[src/rtl/sub_8bit_serial_if.sv]
// Operand/result bundle for the bit-serial add/subtract unit.
// The master drives the request and operands; the slave returns status and results.
interface sub_8bit_serial_if #(
  parameter int W = 8
);
  logic         start;
  logic         op;
  logic         ci;
  logic [W-1:0] x;
  logic [W-1:0] y;
  logic         busy;
  logic         done;
  logic [W-1:0] r;
  logic         co;
  logic         of;

  modport master (
    output start, op, ci, x, y,
    input  busy, done, r, co, of
  );

  modport slave (
    input  start, op, ci, x, y,
    output busy, done, r, co, of
  );
endinterface

[src/rtl/sub_8bit_serial.sv]
// Bit-serial W-bit add/subtract: one result bit per cycle, LSB first, single carry flop.
// Matches the combinational unit: {co,r} = x + (op ? ~y : y) + ci, of = cin(MSB) ^ cout(MSB).
module sub_8bit_serial #(
  parameter int W = 8
) (
  input  logic             clk,
  input  logic             rst,
  sub_8bit_serial_if.slave bus
);
  localparam int CW = (W > 1) ? $clog2(W) : 1;
  localparam logic [CW-1:0] LAST = CW'(W - 1);

  typedef enum logic [1:0] {
    IDLE = 2'd0,
    RUN  = 2'd1,
    DONE = 2'd2
  } state_t;

  state_t        state_q, state_d;
  logic [W-1:0]  xs_q, xs_d;
  logic [W-1:0]  ys_q, ys_d;
  logic          op_q, op_d;
  logic          carry_q, carry_d;
  logic [CW-1:0] cnt_q, cnt_d;
  logic          busy_q, busy_d;
  logic          done_q, done_d;
  logic [W-1:0]  r_q, r_d;
  logic          co_q, co_d;
  logic          of_q, of_d;

  logic a_bit;
  logic b_bit;
  logic sum_bit;
  logic carry_new;

  // Subtraction inverts y bit by bit using the latched op, so the shadow holds raw y.
  assign a_bit     = xs_q[cnt_q];
  assign b_bit     = ys_q[cnt_q] ^ op_q;
  assign sum_bit   = a_bit ^ b_bit ^ carry_q;
  assign carry_new = (a_bit & b_bit) | (a_bit & carry_q) | (b_bit & carry_q);

  always_comb begin
    state_d = state_q;
    xs_d    = xs_q;
    ys_d    = ys_q;
    op_d    = op_q;
    carry_d = carry_q;
    cnt_d   = cnt_q;
    busy_d  = busy_q;
    done_d  = 1'b0;
    r_d     = r_q;
    co_d    = co_q;
    of_d    = of_q;

    case (state_q)
      IDLE: begin
        if (bus.start) begin
          xs_d    = bus.x;
          ys_d    = bus.y;
          op_d    = bus.op;
          carry_d = bus.ci;
          cnt_d   = '0;
          busy_d  = 1'b1;
          state_d = RUN;
        end
      end

      RUN: begin
        r_d[cnt_q] = sum_bit;
        carry_d    = carry_new;
        if (cnt_q == LAST) begin
          // Overflow is the carry into the MSB differing from the carry out of it.
          co_d    = carry_new;
          of_d    = carry_q ^ carry_new;
          busy_d  = 1'b0;
          done_d  = 1'b1;
          state_d = DONE;
        end else begin
          cnt_d = cnt_q + CW'(1);
        end
      end

      DONE: begin
        cnt_d   = '0;
        state_d = IDLE;
      end

      default: begin
        busy_d  = 1'b0;
        cnt_d   = '0;
        state_d = IDLE;
      end
    endcase
  end

  always_ff @(posedge clk) begin
    if (rst) begin
      state_q <= IDLE;
      xs_q    <= '0;
      ys_q    <= '0;
      op_q    <= 1'b0;
      carry_q <= 1'b0;
      cnt_q   <= '0;
      busy_q  <= 1'b0;
      done_q  <= 1'b0;
      r_q     <= '0;
      co_q    <= 1'b0;
      of_q    <= 1'b0;
    end else begin
      state_q <= state_d;
      xs_q    <= xs_d;
      ys_q    <= ys_d;
      op_q    <= op_d;
      carry_q <= carry_d;
      cnt_q   <= cnt_d;
      busy_q  <= busy_d;
      done_q  <= done_d;
      r_q     <= r_d;
      co_q    <= co_d;
      of_q    <= of_d;
    end
  end

  assign bus.busy = busy_q;
  assign bus.done = done_q;
  assign bus.r    = r_q;
  assign bus.co   = co_q;
  assign bus.of   = of_q;
endmodule

[src/flat_wrapper.sv]
// flat-port wrapper written by rule: the top's interface ports become plain ports
module sub_8bit_serial_flat 
#(
  parameter int W = 8
)
  (clk, rst, bus_start, bus_op, bus_ci, bus_x, bus_y, bus_busy, bus_done, bus_r, bus_co, bus_of);
  sub_8bit_serial_if #(.W(W)) bus_i ();
  input  logic clk;
  input  logic rst;
  input wire logic [$bits(bus_i.start)-1:0] bus_start;
  input wire logic [$bits(bus_i.op)-1:0] bus_op;
  input wire logic [$bits(bus_i.ci)-1:0] bus_ci;
  input wire logic [$bits(bus_i.x)-1:0] bus_x;
  input wire logic [$bits(bus_i.y)-1:0] bus_y;
  output wire logic [$bits(bus_i.busy)-1:0] bus_busy;
  output wire logic [$bits(bus_i.done)-1:0] bus_done;
  output wire logic [$bits(bus_i.r)-1:0] bus_r;
  output wire logic [$bits(bus_i.co)-1:0] bus_co;
  output wire logic [$bits(bus_i.of)-1:0] bus_of;
  assign bus_i.start = bus_start;
  assign bus_i.op = bus_op;
  assign bus_i.ci = bus_ci;
  assign bus_i.x = bus_x;
  assign bus_i.y = bus_y;
  assign bus_busy = bus_i.busy;
  assign bus_done = bus_i.done;
  assign bus_r = bus_i.r;
  assign bus_co = bus_i.co;
  assign bus_of = bus_i.of;
  sub_8bit_serial #(.W(W)) u_core (.clk(clk), .rst(rst), .bus(bus_i));
endmodule
[config.mk]
export PLATFORM = sky130hd
export DESIGN_NAME = sub_8bit_serial_flat
export DESIGN_NICKNAME = d
export VERILOG_FILES = /design/src/rtl/sub_8bit_serial_if.sv /design/src/rtl/sub_8bit_serial.sv /design/src/flat_wrapper.sv
export SDC_FILE = /design/constraint.sdc
export NUM_CORES = 1
export LEC_CHECK = 0
export BUFFER_PORTS_ARGS = -buffer_cell sky130_fd_sc_hd__buf_2
export CORE_MARGIN = 2
export CORE_UTILIZATION = 45
export DETAILED_ROUTE_END_ITERATION = 10
export HOLD_SLACK_MARGIN = 0.08
export PLACE_DENSITY = 0.76
export RECOVER_POWER = 25
export SETUP_SLACK_MARGIN = 0.1
export SYNTH_ARGS = -nofsm -noshare
export SYNTH_HDL_FRONTEND = slang
export SYNTH_SLANG_ARGS = --single-unit
[constraint.sdc]
create_clock -name clk -period 3 [get_ports clk]
set_input_delay 0.3 -clock clk [delete_from_list [all_inputs] [get_ports clk]]
set_output_delay 0.3 -clock clk [all_outputs]
set_load 0.05 [all_outputs]
-- Word level (Yosys, flattened, before mapping)
Cells that the tools add are included.
- muxes and demuxes: 19
- reduce and logical (&&, ||, !) cells: 10
- add/subtract/negate cells: 1
- eq/ne operators: 6
- bitwise logic cells: 11
- $lt $le $gt $ge: 2
- operators by type and width (cell ; number):
    $reduce_and A2 Y1 ; 5
    $bwmux W8 ; 1
    $mux W1 ; 7
    $bmux W1 S3 ; 2
    $mux W3 ; 2
    $pmux W3 S2 ; 1
    $lt A3 B4 Y1 const B ; 1
    $mux W2 ; 2
    $ne A2 B2 Y1 const B ; 2
    $pmux W2 S2 ; 1
    $xor A1 B1 Y1 ; 4
    $add A3 B1 Y3 const B ; 1
    $and A1 B1 Y1 ; 3
    $demux W1 S3 ; 1
    $eq A3 B3 Y1 const B ; 1
    $ge A3 B1 Y1 const B ; 1
    $pmux W1 S3 ; 1
    $reduce_and A3 Y1 ; 1
    $eq A2 B1 Y1 const B ; 1
    $eq A2 B2 Y1 const B ; 1
    $logic_not A2 Y1 ; 1
    $ne A2 B1 Y1 const B ; 1
    $not A1 Y1 ; 2
    $or A1 B1 Y1 ; 2
    4 further kinds ; 4
- word-level logic and storage cells: 60
- input bits: 21
- output and inout bits: 12
- bits in registers: 35

-- Depth between registers and ports, before layout
Gate-level depths: netlist (run 1).
- depth after elaboration: 7
- gate-level depth with buffers: 8
- depth with buffers taken out: 7

-- Worst setup path after synthesis (run 1)
OpenSTA, ideal clock, no wires.
- path type: reg2reg
- start: reg u_core.cnt_q[0]
- end: reg u_core.r_q[6] (netlist: u_core.bus.r[6])
- stages on the path, launching flop included: 8
- buffers on the path: 1
- path slack: 0.877 ns
- arrival: 1.991 ns
- library setup time: 0.132 ns
- cells stage by stage: dfxtp_1 buf_6 mux2i_1 mux4_2 xor2_1 fa_1 and4_1 nor3_1
- longest elaborated chain between the ends: 6
- elaborated cells on any way between the ends: 13
- those cells by class: 2 x order compare; 7 x mux; 3 x bitwise; 1 x reduce/logical
- ends and longest elaborated chain (item ; line ; RTL):
    start: declaration ; sub_8bit_serial.sv:24 ; logic [CW-1:0] cnt_q, cnt_d;
    start signal: assignment ; sub_8bit_serial.sv:115 ; cnt_q <= cnt_d;
    $bmux W1 S3 ; sub_8bit_serial.sv:38 ; assign b_bit = ys_q[cnt_q] ^ op_q;
    $mux W1 (implied by the code) ; sub_8bit_serial.sv:38 ;
    $xor A1 B1 Y1 ; sub_8bit_serial.sv:38 ;
    $xor A1 B1 Y1 (2 in series) ; sub_8bit_serial.sv:39 ; assign sum_bit = a_bit ^ b_bit ^ carry_q;
    $bwmux W8 * ; sub_8bit_serial.sv:69 ; r_d[cnt_q] = sum_bit;
    end signal: assignment ; sub_8bit_serial.sv:118 ; r_q <= r_d;
    end: declaration ; sub_8bit_serial.sv:27 ; logic [W-1:0] r_q, r_d;
Mark *: on every way between the ends. The rest lies on a longest branch, timed or not. The select of a mux whose other input is x is not followed.
A chain may end at the register's enable or synchronous reset.

-- Final worst setup path (run 1)
- start: reg u_core.cnt_q[0]
- end: reg u_core.r_q[7] (netlist: u_core.bus.r[7])
The elaborated chain is that of the path after synthesis.

==> summary.txt, run 1 <==
STA
  – Setup ws final: around 0.50 ns
  – Final TNS setup: 0 ns
  – Final worst-path cycle share: 0.832
  – Slew margin rel.: 0.555
  – Final setup vio count: 0
  – FMAX: 401 MHz
  – RSZ-0062 raised after global routing: no
  – Setup Skew: between 0.01 and 0.015 ns
  – Slew Viols, Final: 0
  – Final Hold Vio Count: 0
  – Worst-Margin Slew: 0.667 ns
  – Minimum clock period: 2.50 ns

Pwr
  – Lkg Pwr: 0.650 nW
  – VDD IR-drop max: 0.318 mV
  – Pwr per Cell Area: 503 mW/mm²

GRT
  – GRT Util Overall: 0.161
  – Pin count of the biggest net entering global routing: 33
  – Antenna violations before repair: 0
  – First-pass GRT wire length: 4910 µm
  – Total grt overflow: 0
  – Vias in the first global route: 1123

Routing
  – Routed wl met3: 181 µm
  – Highest metal used: met4
  – Met2 wire length: 1210 µm
  – Drt wl/cell: around 12 µm
  – Via density: between 5 and 6
  – 1st-iter DRT viols: 62
  – Drt pass-1 iters: 4
  – ANT nets after route: 0
  – Routed WL: 2830 µm
  – Vias: around 1200
  – M1 wire length: 1390 µm
  – Number of remaining DRC errors: 0

Floorplan
  – CORE AREA: ~0.0033 mm²
  – Num ports: 33
  – Starting Density: 0.466
  – Die extent in x: between 60 and 70 µm
  – Site row count: 21
  – Die height: ~63 µm
  – Die Area: 0.00391 mm²

Placement
  – Dpl cells: 233
  – Post-DP HPWL: 2020 µm
  – Number of buffers added on ports: 32
  – RePlAce Congestion: 0.832
  – Pre-CTS setup slack: about 0.54 ns

Clock tree
  – Skew-Pair Late Insertion Delay: between 0.3 and 0.4 ns
  – CTS buffer count: 5
  – H-tree depth: 2
  – Clk sink count: 35
  – TritonCTS clock tree: yes
  – Clock root buffer: clkbuf_4
  – Clock tree buffer depth: 2
  – Worst-path clk slew: 0.12 ns
  – Post-CTS Setup Repair Bufs: 0
  – # hold bufs at CTS: 0
  – CTS resizes: 0

Critical path
  – Startpoint class of the critical path: register
  – Crit Path Category: register to register
  – Crit-path max FO: 11
  – Worst Setup End Kind: register
  – CP cell instances: mux2i_1 > mux4_2 > xor2_1 > fa_1 > and4_1 > nor3_1
  – WP data required: 3.22 ns
  – Worst Path Arrival: 2.72 ns
  – WP buf/inv: 0
  – Flop-to-flop setup slack: 0.50 ns
  – CP max stage delay: about 0.65 ns
  – Largest delay share family, worst path: flip-flops
  – Slowest CP cell: dfxtp_1

Final layout
  – Share of cells above drive strength 1: 0.179
  – Non-filler cells, final: 241
  – ANT cells: 0
  – Filler cells: 345
  – Multi-input combinational cell area: approximately 750 µm²
  – # nets final: 218
  – Commonest non-fill, non-tap cell in the layout: nand2_1
  – Commonest cells after routing, fill and taps aside: 37 x nand2_1, 35 x dfxtp_1, 29 x a21oi_1
  – Layout area overhead: 11.8%
  – FF+latch area: 701 µm²

Logic synthesis
  – Syn_nets: 191
  – Register area share after synthesis: 0.455
  – Area share of the largest cell type after synthesis: 0.455
  – Async SR Flop Fraction: 0
  – Yosys cell types: 33
  – Mapped Area: 0.00154 mm²
  – Yosys warns: 0
  – Most used DFF post-synth: dfxtp_1
  – Synth area leaders: dfxtp_1 45%, a21oi_1 9.4%, nand2_1 9.0%, mux2i_1 3.9%, mux4_1 3.4%
  – #FFs+latches synth: 35
  – Avg Inst Size Synth: 9.23 µm²
  – Post-synth EDFFs: 0
  – Dominant cell type by area after synthesis: dfxtp_1
  – Syn Inst Count: between 150 and 200

Flow run
  – Max_cap viols: 0

Min path
  – Min-Delay Path Class: input pin to register

Status
  – Run status: complete, no violations
## flip-flops by register name, summed over array words and instances (netlist names)
name and cells:
u_core.ys_q 8, u_core.bus.r 8, u_core.xs_q 8, u_core.state_q 2, u_core.bus.done 1, u_core.op_q 1
u_core.bus.busy 1, u_core.carry_q 1, u_core.bus.of 1, u_core.cnt_q 3, u_core.bus.co 1
## cell families after synthesis
kind of cell / count (synthesis) / synth area share
DFF: 35 / 0.455
and+or+nand+nor: 62 / 0.204
xor gates and xnor gates: 2 / 0.0114
muxes: 9 / 0.0877
AOI/OAI and AO/OA: 42 / 0.157
buffers and inverters: 14 / 0.0568
adders and majority gates: 3 / 0.0292
## power by group
part           internal, W  leakage (nW)  total, W  switching, W
logic            0.0000457         0.337  0.000109     0.0000634
clock network    0.0000893        0.0272  0.000255      0.000166
registers         0.000484         0.286  0.000502     0.0000178
## worst min-delay path: cells and delay by family
family,cells,cell delay (ns)
AO/OA/AOI/OAI,1,0.05
buffers and inverters,1,0.09
AND/OR/NAND/NOR,1,0.04
## metal layers
metal / vias up / global-route usage
met4: 0 / 0.0583
li1: 645 / -
met3: 5 / 0.0721
met5: - / 0
met1: 540 / 0.204
met2: 33 / 0.241
## final timing paths
path / from / to / cells after the start
setup / recovery: u_core.cnt_q[0] / u_core.bus.r[7] / 6
hold / removal: bus_y[0] / u_core.ys_q[0] / 3
setup reg to reg: u_core.cnt_q[0] / u_core.bus.r[7] / 6
hold reg to reg: u_core.xs_q[3] / u_core.xs_q[3] / 2
## per-stage QoR
step / cell area, µm² / hold slack, ns / power (W) / util
finish: 1720 / 0.169 / 0.000867 / 0.520
global route: 1720 / 0.147 / 0.000912 / 0.520
CTS: 1740 / 0.163 / 0.000874 / 0.525
detailed placement: 1680 / 0.449 / 0.000624 / 0.507
global placement: 1680 / 0.441 / 0.000622 / 0.507
floorplan: 1540 / 0.432 / 0.000597 / -
## cell usage after synthesis, types with 2 or more instances
cell / instances
a21oi_1: 29
a311oi_1: 6
a31oi_1: 2
and4_1: 2
buf_2: 3
buf_4: 2
buf_6: 3
clkbuf_1: 3
dfxtp_1: 35
ha_1: 2
inv_1: 2
mux2i_1: 6
mux4_1: 2
nand2_1: 37
nor2_1: 7
nor2b_1: 3
nor3_1: 3
nor3b_4: 2
o21ai_0: 4
## final cells by class
| type | count | area share |
|---|---|---|
| well taps | 46 | 0.0334 |
| multi-input cells | 118 | 0.437 |
| repair buffers | 32 | 0.0850 |
| clock buffers | 5 | 0.0218 |
| inverters | 2 | 0.00436 |
| flip-flops and latches | 35 | 0.407 |
| clock inverters | 3 | 0.0116 |
No activity file was read; power rests on OpenSTA's default activity.
==> run 2, diff against run 1 <==
ABC_AREA = 1   (was not set)
clock period = 2.3 ns   (was 3 ns; I/O delays follow)
==> summary.txt, run 2 <==
Status
  – Run status: complete, no violations

Logic synthesis
  – Mapped Area: 0.00150 mm²
  – Area share of the largest cell type after synthesis: 0.466
  – Avg Inst Size Synth: 7.26 µm²
  – Yosys warns: 0
  – Synth area leaders: dfxtp_1 47%, o21ai_0 11%, nor2_1 9.5%, nand2_1 7.5%, a21oi_1 5.7%
  – Dominant cell type by area after synthesis: dfxtp_1
  – Register area share after synthesis: 0.466
  – Syn_nets: 231
  – Top cells by count, synth: 38 x nor2_1, 35 x dfxtp_1, 32 x o21ai_0, 30 x nand2_1, 20 x inv_1
  – #FFs+latches synth: 35
  – Async SR Flop Fraction: 0
  – Yosys cell types: 21
  – Syn Inst Count: approximately 210
  – Most used DFF post-synth: dfxtp_1
  – Count leader, synth: nor2_1
  – Post-synth EDFFs: 0

Clock tree
  – Post-CTS Setup Repair Bufs: 0
  – # hold bufs at CTS: 0
  – Clock root buffer: clkbuf_4
  – Skew-Pair Late Insertion Delay: 0.34 ns
  – H-tree depth: 2
  – Clk sink count: 35
  – Clock tree buffer depth: 2
  – TritonCTS clock tree: yes
  – Worst-path clk slew: 0.10 ns
  – CTS buffer count: 5

GRT
  – Pin count of the biggest net entering global routing: 25
  – GRT Util Overall: 0.192
  – Vias in the first global route: 1190
  – Total grt overflow: 0
  – Antenna violations before repair: 0
  – First-pass GRT wire length: about 5200 µm

Placement
  – Pre-CTS setup slack: 0.217 ns
  – RePlAce Congestion: 0.892
  – Number of buffers added on ports: 32
  – Post-DP HPWL: 2270 µm
  – Dpl cells: 276

Critical path
  – R2r startpoint: u_core.cnt_q[1]
  – CP cell instances: nor2_2 > o21ai_0 > o22ai_1 > nor2_1 > fa_1 > inv_1 > nand3_1 > a21oi_1
  – Worst Setup SP: u_core.cnt_q[1]
  – CP max stage delay: 0.46 ns
  – Crit-path max FO: 8
  – Startpoint class of the critical path: register
  – Worst Setup End Kind: register
  – Worst Path Arrival: 2.28 ns
  – Slowest CP cell: fa_1
  – WP data required: 2.57 ns
  – Crit Path Category: register to register

STA
  – Worst-Margin Slew: 0.604 ns
  – Final setup vio count: 0
  – RSZ-0062 raised after global routing: no
  – FMAX: 498 MHz
  – Final Hold Vio Count: 0
  – Final TNS setup: 0 ns
  – Slew margin rel.: 0.599
  – Hold_ws: roughly 0.14 ns
  – Slew Viols, Final: 0
  – Final worst-path cycle share: 0.872
  – Minimum clock period: 2.01 ns
  – Setup Skew: 0.00546 ns
  – Setup ws final: 0.294 ns

Floorplan
  – Site row count: 20
  – Starting Density: 0.484
  – Die Area: approximately 0.0038 mm²
  – Die height: just over 60 µm
  – Num ports: 33
  – Die extent in x: 61.8 µm
  – CORE AREA: 0.00310 mm²

Final layout
  – Non-filler cells, final: 283
  – Commonest non-fill, non-tap cell in the layout: nor2_1
  – Util after Layout: 0.558
  – Layout area overhead: 15.2%
  – Share of cells above drive strength 1: 0.163
  – ANT cells: 0
  – # nets final: 263
  – Commonest cells after routing, fill and taps aside: 37 x nor2_1, 32 x o21ai_0, 32 x dfxtp_1
  – Filler cells: roughly 330

Pwr
  – VDD IR-drop max: 0.460 mV
  – Pwr per Cell Area: ~700 mW/mm²
  – Lkg Pwr: 0.807 nW

Min path
  – Hold Crit Start: bus_y[2]
  – Min-Delay Path Class: input pin to register

Routing
  – ANT nets after route: 0
  – Number of remaining DRC errors: 0
  – Routed WL: 3140 µm
  – Drt wl/cell: 11.1 µm
  – 1st-iter DRT viols: just under 80
  – Drt pass-1 iters: 4
  – Vias: about 1400
  – Via density: 4.93

Flow run
  – Max_cap viols: 0
## run 2: cell types whose count changed in the layout (fill, tap and decap cells not counted), moves of 4 or more
cell and change:
o21ai_1 +4, o21ai_0 +28, mux2i_1 -6, inv_1 +18
nor2_1 +30, a311oi_1 -6, a21oi_1 -12, nand2_1 -7
nand3_1 +12
## run 2: final timing paths
kind | to | slack, ns | depth (start not counted)
setup / recovery | u_core.bus.r[1] | 0.29 | 8
hold / removal | u_core.ys_q[2] | 0.14 | 3
setup reg to reg | u_core.bus.r[1] | 0.29 | 8
hold reg to reg | u_core.ys_q[0] | 0.46 | 2
## run 2: area by class of cell
class / instances / area [µm²] / area share
Inverter: 23 / 86.3 / 0.0499
Sequential cell: 35 / 707 / 0.408
Clock buffer: 6 / 51.3 / 0.0296
Clock inverter: 1 / 5.00 / 0.00289
Multi-Input combinational cell: 142 / 678 / 0.392
Timing Repair Buffer: 32 / 149 / 0.0860
Tap cell: 44 / 55.1 / 0.0318
## run 2: per-stage QoR
step | instance area (µm²) | total power [W]
after detailed placement | 1680 | 0.000872
after floorplan | 1500 | 0.000824
after global placement | 1680 | 0.000867
after CTS | 1730 | 0.00120
after global routing | 1730 | 0.00127
final | 1730 | 0.00119
## run 2: per-layer routing
layer | routed length [µm] | up-vias | global-route usage
met5 | 0 | - | 0
met4 | 90 | 0 | 0.103
met3 | 157 | 7 | 0.0683
met2 | 1340 | 31 | 0.305
met1 | 1550 | 624 | 0.228
li1 | - | 732 | -
## run 2: what timing repair did
item | CTS | global route
endpoints found under the hold margin | 0 | 0
resized for setup | 0 | 5
setup endpoints to repair | 0 | 9
## run 2: worst max-delay path, delay by kind of cell, from the launching register on
family          cells  cell delay, ns
buf+inv             1            0.20
flops               1            0.36
fa+ha+maj           1            0.46
simple gates        3            0.45
compound gates      3            0.47
## run 2: cell families (layout without fill, tap and decap cells)
| group | after synthesis | count (layout) | synth area share |
|---|---|---|---|
| adders and majority gates | 3 | 3 | 0.0300 |
| and+or+nand+nor | 82 | 82 | 0.221 |
| DFF | 35 | 35 | 0.466 |
| xor gates and xnor gates | 1 | 1 | 0.00583 |
| AOI/OAI and AO/OA | 56 | 56 | 0.192 |
| buffers and inverters | 30 | 62 | 0.0841 |
## run 2: where the power goes
part           switching (W)  internal [W]  leakage [nW]
combinational       0.000130     0.0000633         0.484
clock               0.000196      0.000141        0.0341
sequential         0.0000226      0.000641         0.289
total               0.000348      0.000846         0.807
==> run 3, diff against run 2 <==
BUFFER_PORTS_ARGS = not set   (was -buffer_cell sky130_fd_sc_hd__buf_2)
CORE_UTILIZATION = 31   (was 45)
DONT_BUFFER_PORTS = 1   (was not set)
PLACE_DENSITY = 0.53   (was 0.76)
==> summary.txt, run 3 (same netlist as run 2, synthesis figures left out) <==
Final layout
  – ANT cells: 0
  – Multi-input combinational cell area: 683 µm²
  – Util after Layout: 0.349
  – Filler cells: 535
  – Commonest cells after routing, fill and taps aside: 37 x nor2_1, 33 x dfxtp_1, 32 x o21ai_0
  – # nets final: 233
  – Layout area overhead: 9.08%
  – Share of cells above drive strength 1: 0.0762
  – Commonest non-fill, non-tap cell in the layout: nor2_1
  – FF+latch area: ~700 µm²

STA
  – Setup Skew: 0.00677 ns
  – Final setup vio count: 0
  – Final TNS setup: 0 ns
  – Final worst-path cycle share: 0.872
  – Minimum clock period: 2.01 ns
  – RSZ-0062 raised after global routing: no
  – Setup ws final: 0.294 ns
  – Final Hold Vio Count: 0
  – Slew Viols, Final: 0
  – Slew margin rel.: 0.628
  – Worst-Margin Slew: between 0.5 and 0.6 ns
  – FMAX: 499 MHz

Placement
  – Post-DP HPWL: around 2400 µm
  – Pre-CTS setup slack: 0.225 ns
  – Number of buffers added on ports: 0
  – RePlAce Congestion: 0.773

GRT
  – GRT Util Overall: 0.128
  – Antenna violations before repair: 0
  – First-pass GRT wire length: 5230 µm
  – Total grt overflow: 0
  – Vias in the first global route: 1096
  – Pin count of the biggest net entering global routing: 25

Critical path
  – Startpoint class of the critical path: register
  – Worst Path Arrival: 2.22 ns
  – Reg2Reg Depth: 11
  – Crit-path max FO: 10
  – Flop-to-flop setup slack: just under 0.3 ns
  – Worst flop-to-flop path endpoint: u_core.bus.r[6]
  – Crit Path Category: register to register
  – R2r startpoint: u_core.cnt_q[0]
  – Worst Setup End Kind: register
  – WP data required: 2.52 ns

Clock tree
  – CTS buffer count: 5
  – Post-CTS Setup Repair Bufs: 0
  – Clk sink count: 35
  – Clock tree buffer depth: 2
  – TritonCTS clock tree: yes
  – H-tree depth: 2
  – Clock root buffer: clkbuf_8
  – Worst-path clk slew: 0.07 ns
  – Skew-Pair Late Insertion Delay: ~0.29 ns

Routing
  – Drt pass-1 iters: 4
  – ANT nets after route: 0
  – Routed WL: 3310 µm
  – Via density: about 4.9
  – Number of remaining DRC errors: 0
  – Vias: ~1300
  – 1st-iter DRT viols: 77
  – Drt wl/cell: 12.5 µm

Pwr
  – Lkg Pwr: ~0.72 nW
  – VDD IR-drop max: between 0.2 and 0.3 mV
  – Pwr per Cell Area: between 700 and 800 mW/mm²

Min path
  – Min-Delay Path Class: input pin to register
  – WHS Endpoint: u_core.xs_q[6]
  – Hold Crit Start: bus_x[6]
  – Hold-critical path depth: 2

Floorplan
  – Die height: 73.6 µm
  – Starting Density: 0.320
  – CORE AREA: 0.00469 mm²
  – Die extent in x: 73.6 µm
  – Site row count: 25
  – Die Area: 0.00542 mm²
  – Num ports: 33

Flow run
  – Max_cap viols: 0

Status
  – Run status: complete, no violations
run 3: cell count changes in the layout (fill, tap and decap cells not counted), sizes merged:
cell / previous run / this run
buf: 23 / 1
clkbuf: 15 / 7
dlygate4sd3: 0 / 1
run 3: per-stage QoR:
step | instances | cell area, µm² | power [W] | hold slack, ns
detailed placement | 255 | 1540 | 0.000853 | 0.302
finish | 264 | 1640 | 0.00127 | 0.109
global placement | 255 | 1540 | 0.000851 | 0.300
floorplan | 207 | 1500 | 0.000824 | 0.299
global route | 264 | 1640 | 0.00135 | 0.101
CTS | 264 | 1630 | 0.00128 | 0.104
run 3: repair_timing:
item | in CTS | in global routing
hold buffers | 1 | 0
resized for setup | 0 | 6
setup endpoints to repair | 0 | 8
hold endpoints to repair | 12 | 0
run 3: how the worst max path moves through the flow:
stage | slack [ns] | endpoint | cells after the start | start
global route | 0.12 | u_core.bus.r[5] | 11 | u_core.cnt_q[0]
floorplan | 0.52 | u_core.bus.r[1] | 10 | u_core.cnt_q[0]
detailed placement | 0.23 | u_core.bus.r[6] | 8 | u_core.cnt_q[1]
CTS | 0.18 | u_core.bus.r[6] | 8 | u_core.cnt_q[1]
global placement | 0.22 | u_core.bus.r[1] | 8 | u_core.cnt_q[1]
finish | 0.29 | u_core.bus.r[6] | 11 | u_core.cnt_q[0]
run 3: layout make-up:
class / count / share of cell area
Tap cell: 54 / 0.0412
Clock buffer: 7 / 0.0466
Multi-Input combinational cell: 142 / 0.417
Sequential cell: 35 / 0.429
Clock inverter: 1 / 0.00305
Timing Repair Buffer: 2 / 0.0107
Inverter: 23 / 0.0527
run 3: report_power, final:
part / switching (W) / leakage [nW] / internal, W
registers: 0.0000383 / 0.288 / 0.000642
clock network: 0.000212 / 0.0422 / 0.000212
logic: 0.000112 / 0.388 / 0.0000551
total: 0.000362 / 0.718 / 0.000909
run 3: critical path, cell delays in order (launching register included):
cell and delay [ns]:
dfxtp_1 0.49, inv_2 0.15, nand2_1 0.09, nand2_1 0.05, nand2_1 0.05, nand2_1 0.06
o21ai_0 0.14, nand2_1 0.08, fa_1 0.44, inv_2 0.13, nand3_1 0.10, a21oi_1 0.16
run 3: layer usage:
metal / GRT usage / vias to the layer above / wire length (µm)
met2: 0.177 / 31 / 1420
li1: - / 676 / -
met1: 0.169 / 572 / 1670
met4: 0.0566 / 0 / 41
met3: 0.0604 / 4 / 180
met5: 0 / - / 0
